File: config.mk
export PLATFORM = sky130hd
export DESIGN_NAME = serial_adder
export DESIGN_NICKNAME = d
export VERILOG_FILES = /design/src/rtl/serial_adder.sv
export SDC_FILE = /design/constraint.sdc
export NUM_CORES = 1
export LEC_CHECK = 0
export BUFFER_PORTS_ARGS = -buffer_cell sky130_fd_sc_hd__buf_2
export CAP_MARGIN = 20
export CORE_ASPECT_RATIO = 0.75
export CORE_MARGIN = 4
export CORE_UTILIZATION = 38
export CTS_CLUSTER_SIZE = 14
export DETAILED_ROUTE_END_ITERATION = 10
export PLACE_DENSITY_LB_ADDON = 0.12
export SLEW_MARGIN = 20
export SYNTH_ARGS = -nofsm -noshare
export SYNTH_HDL_FRONTEND = slang
export SYNTH_SLANG_ARGS = --single-unit
export TNS_END_PERCENT = 100
File: constraint.sdc
create_clock -name clk -period 4.05 [get_ports clk]
set_clock_uncertainty 0.05 [all_clocks]
set_input_delay 0.405 -clock clk [delete_from_list [all_inputs] [get_ports clk]]
set_output_delay 0.405 -clock clk [all_outputs]
set_load 0.005 [all_outputs]
File: src/rtl/serial_adder.sv
// rtl/serial_adder.sv - bit-serial adder producing sum, carry-out and signed overflow
module serial_adder #(
    parameter int WIDTH = 8
) (
    input  logic             clk,
    input  logic             rst_n,
    input  logic             start,
    input  logic [WIDTH-1:0] a,
    input  logic [WIDTH-1:0] b,
    input  logic             cin,
    output logic [WIDTH-1:0] sum,
    output logic             cout,
    output logic             overflow,
    output logic             busy,
    output logic             done
);

    localparam int CW = (WIDTH > 2) ? $clog2(WIDTH) : 1;
    localparam logic [CW-1:0] LAST_BIT = CW'(WIDTH - 1);

    typedef enum logic [1:0] {
        IDLE = 2'd0,
        RUN  = 2'd1,
        DONE = 2'd2
    } state_t;

    state_t           state_q, state_d;
    logic [WIDTH-1:0] a_sh_q, a_sh_d;
    logic [WIDTH-1:0] b_sh_q, b_sh_d;
    // Holds the WIDTH-1 result bits already produced; the last bit is joined
    // on the fly when the result is loaded into sum.
    logic [WIDTH-2:0] r_sh_q, r_sh_d;
    logic             carry_q, carry_d;
    logic [CW-1:0]    cnt_q, cnt_d;
    logic [WIDTH-1:0] sum_q, sum_d;
    logic             cout_q, cout_d;
    logic             ovf_q, ovf_d;

    logic             bit_s;
    logic             bit_c;
    logic [WIDTH-1:0] res_next;

    // State and datapath registers; async reset clears everything.
    always_ff @(posedge clk or negedge rst_n) begin
        if (!rst_n) begin
            state_q <= IDLE;
            a_sh_q  <= '0;
            b_sh_q  <= '0;
            r_sh_q  <= '0;
            carry_q <= 1'b0;
            cnt_q   <= '0;
            sum_q   <= '0;
            cout_q  <= 1'b0;
            ovf_q   <= 1'b0;
        end else begin
            state_q <= state_d;
            a_sh_q  <= a_sh_d;
            b_sh_q  <= b_sh_d;
            r_sh_q  <= r_sh_d;
            carry_q <= carry_d;
            cnt_q   <= cnt_d;
            sum_q   <= sum_d;
            cout_q  <= cout_d;
            ovf_q   <= ovf_d;
        end
    end

    // Next-state and one-bit full-add step; carry_q is the carry into the
    // current bit, so at the MSB step carry_q ^ bit_c is the signed overflow.
    always_comb begin
        state_d  = state_q;
        a_sh_d   = a_sh_q;
        b_sh_d   = b_sh_q;
        r_sh_d   = r_sh_q;
        carry_d  = carry_q;
        cnt_d    = cnt_q;
        sum_d    = sum_q;
        cout_d   = cout_q;
        ovf_d    = ovf_q;

        bit_s    = a_sh_q[0] ^ b_sh_q[0] ^ carry_q;
        bit_c    = (a_sh_q[0] & b_sh_q[0]) | (a_sh_q[0] & carry_q) | (b_sh_q[0] & carry_q);
        res_next = {bit_s, r_sh_q};

        case (state_q)
            IDLE: begin
                if (start) begin
                    a_sh_d  = a;
                    b_sh_d  = b;
                    carry_d = cin;
                    r_sh_d  = '0;
                    cnt_d   = '0;
                    state_d = RUN;
                end
            end
            RUN: begin
                a_sh_d  = a_sh_q >> 1;
                b_sh_d  = b_sh_q >> 1;
                r_sh_d  = res_next[WIDTH-1:1];
                carry_d = bit_c;
                cnt_d   = cnt_q + CW'(1);
                if (cnt_q == LAST_BIT) begin
                    sum_d   = res_next;
                    cout_d  = bit_c;
                    ovf_d   = carry_q ^ bit_c;
                    cnt_d   = '0;
                    state_d = DONE;
                end
            end
            DONE: begin
                state_d = IDLE;
            end
            default: begin
                state_d = IDLE;
            end
        endcase
    end

    assign sum      = sum_q;
    assign cout     = cout_q;
    assign overflow = ovf_q;
    assign busy     = (state_q == RUN);
    assign done     = (state_q == DONE);

endmodule

==> reports/metrics.csv <==
metric;value;unit
clock_power_share;0.165;
cp-start-kind;register;
ys_seq_area_frac;0.542;
power.leakage;0.000919;µW
grtUsageTotal;0.137;
gr-total-overflow;0;
synthesis.nets;176;
tritoncts;yes;
p_per_area;790;mW/mm²
final_core_util;0.448;
ff_latch_area;976;µm²
clk_pin_slew;70;ps
synth_edf_count;0;
endpoint_kind;output port;
area_growth;12.5;%
routed_wl;3.62;mm
hold_path_class;input pin to async pin;
portBuffers;31;
ir_drop;0.361;mV
combPwrFrac;0.399;
status;completed;
synth_area_leaders;dfrtp_1 54%, nor3_1 8.3%, o22ai_1 5.2%;
num_vias;1286;
drt_iter0_drc;59;
syn_avg_cell_area;11.8;µm²
ys_ff_latch;39;
num_rows;21;
max_slew.worst_pin.slew;861;ps
seqPwrFrac;0.436;
antenna_found_initial;0;
synth_ff_type;dfrtp_1;
post_drt_wl_per_cell;15.2;µm
cts_resized;0;
multiInputGateArea;709;µm²
syn_inst;153;
antenna_cells;0;
die_h;67.6;µm
core-area;0.00452;mm²
grt_pass1_vias;1312;
die-area;0.00591;mm²
cts_buffers;5;
max_cap_viol_count;0;
finalSetupTns;0;ps
gp_congestion;0.680;
slew_headroom;0.426;
start_util;0.398;
drc;0;
layout_min_cycle_time;2150;ps
finalWorstSetupSlack;1900;ps
cp.arrival;1700;ps
finalNetCount;204;
cts_sinks;39;
hold_buffers;0;
async_reset_ff_frac;1.00;
slew_viol_final;0;
place_ws;2200;ps
switchingPower;595;µW
ios;32;
synthesis.area;0.00180;mm²
worst-endpoint-required;3600;ps
grt_max_degree;40;
post-cts-setup-buffers;0;
cp_max_fo;17;
clock_latency;290;ps
netlist_top_cells_count;39 x dfrtp_1, 30 x nor3_1, 15 x o22ai_1;
viasPerCell;5.40;
final-hold-violation-count;0;
yosysMostFrequentCell;dfrtp_1;
dpl.hpwl;2.43;mm
first_pass_iters;4;
synth_top_area_frac;0.542;
fmax;0.464;GHz
post-route-period-util;0.532;
h-tree-depth;2;
yosys.area.top_type;dfrtp_1;
nFillCells;443;
root_buffer;clkbuf_8;
internal_power;1010;µW
grt_first_pass_wirelength;6.29;mm
grt_setup_unrepaired;false;
cts.path.max_buffers;2;
synth.distinct_cells;30;
critical_path_class;register to output port;
setup_viol;0;
drive_gt1_frac;0.320;
chipWidth;87.5;µm
yosysWarnings;0;
p_sw_frac;0.372;
ant_nets;0;
stage by stage:
step                      hold slack (ps)  instance area (µm²)  instances  total power, µW
after floorplan                      59.4                 1800        153             1220
after global placement                420                 1940        231             1330
after detailed placement              423                 1940        231             1350
after CTS                             210                 2020        238             1620
after global routing                  254                 2020        238             1740
final                                 177                 2020        238             1600
kinds of logic after synthesis:
| kind of cell | after synthesis | share of synthesized area |
|---|---|---|
| AO/OA/AOI/OAI | 34 | 0.135 |
| XOR/XNOR | 1 | 0.00487 |
| adder cells (fa/ha/maj) | 3 | 0.0250 |
| buffers and inverters | 15 | 0.0633 |
| flip-flops | 39 | 0.542 |
| multiplexers | 10 | 0.0619 |
| AND/OR/NAND/NOR | 51 | 0.168 |
sequential cells by signal, indices dropped and copies added, names as in the netlist:
name,count
a_sh_q,8
b_sh_q,8
sum,8
r_sh_q,7
cnt_q,3
state_q,2
carry_q,1
cout,1
overflow,1
power groups by stage:
stage	Clock, µW	Combinational, µW	Sequential, µW
finish	265	639	697
global route	283	730	725
CTS	271	651	698
detailed placement	0	649	704
global placement	0	631	697
floorplan	0	545	675
layout by cell type (no fill, tap or decap), drive strengths merged:
cell,synthesis,layout
buf,9,32
inv,4,4
nand2b,2,2
mux2,9,9
nor2,6,6
o22ai,15,15
xnor2,1,1
fa,1,1
mux2i,1,1
nand3b,1,1
clkbuf,2,6
o31ai,1,1
and2b,1,1
nand2,4,4
a22o,9,9
nor3,36,36
ha,2,2
o32ai,3,3
o21ai,5,5
dfrtp,39,39
clkinv,0,1
o21bai,1,1
or2,1,1
worst paths after layout:
path	from	to	slack (ps)	cells after the start
worst max-delay path	state_q[1]	busy	1900	3
worst min-delay path	rst_n	sum[1]	180	1
worst max register to register	state_q[1]	r_sh_q[1]	2380	3
worst min register to register	overflow	overflow	440	2
max in group asynchronous	rst_n	b_sh_q[3]	3230	1
min in group clk	b[7]	b_sh_q[7]	310	3
critical path, cell delays in order (launching register included):
cell	delay, ps
dfrtp_1	460
nand2b_1	640
inv_4	140
buf_2	170
layer usage:
metal	routed length (µm)	track usage	up-vias	part of all wire
met1	1880	0.198	631	0.52
met2	1550	0.192	28	0.43
met4	53	0.0613	0	0.015
li1	-	-	622	-
met5	0	0	-	0
met3	135	0.0366	5	0.037
final cells by class:
class	count	area share
timing repair buffer	32	0.0803
clock inverter	1	0.00247
multi-input combinational	99	0.350
clock buffer	6	0.0408
tap	57	0.0352
sequential	39	0.482
inverter	4	0.00865
Note: power is estimated with default switching activity, not from simulation.
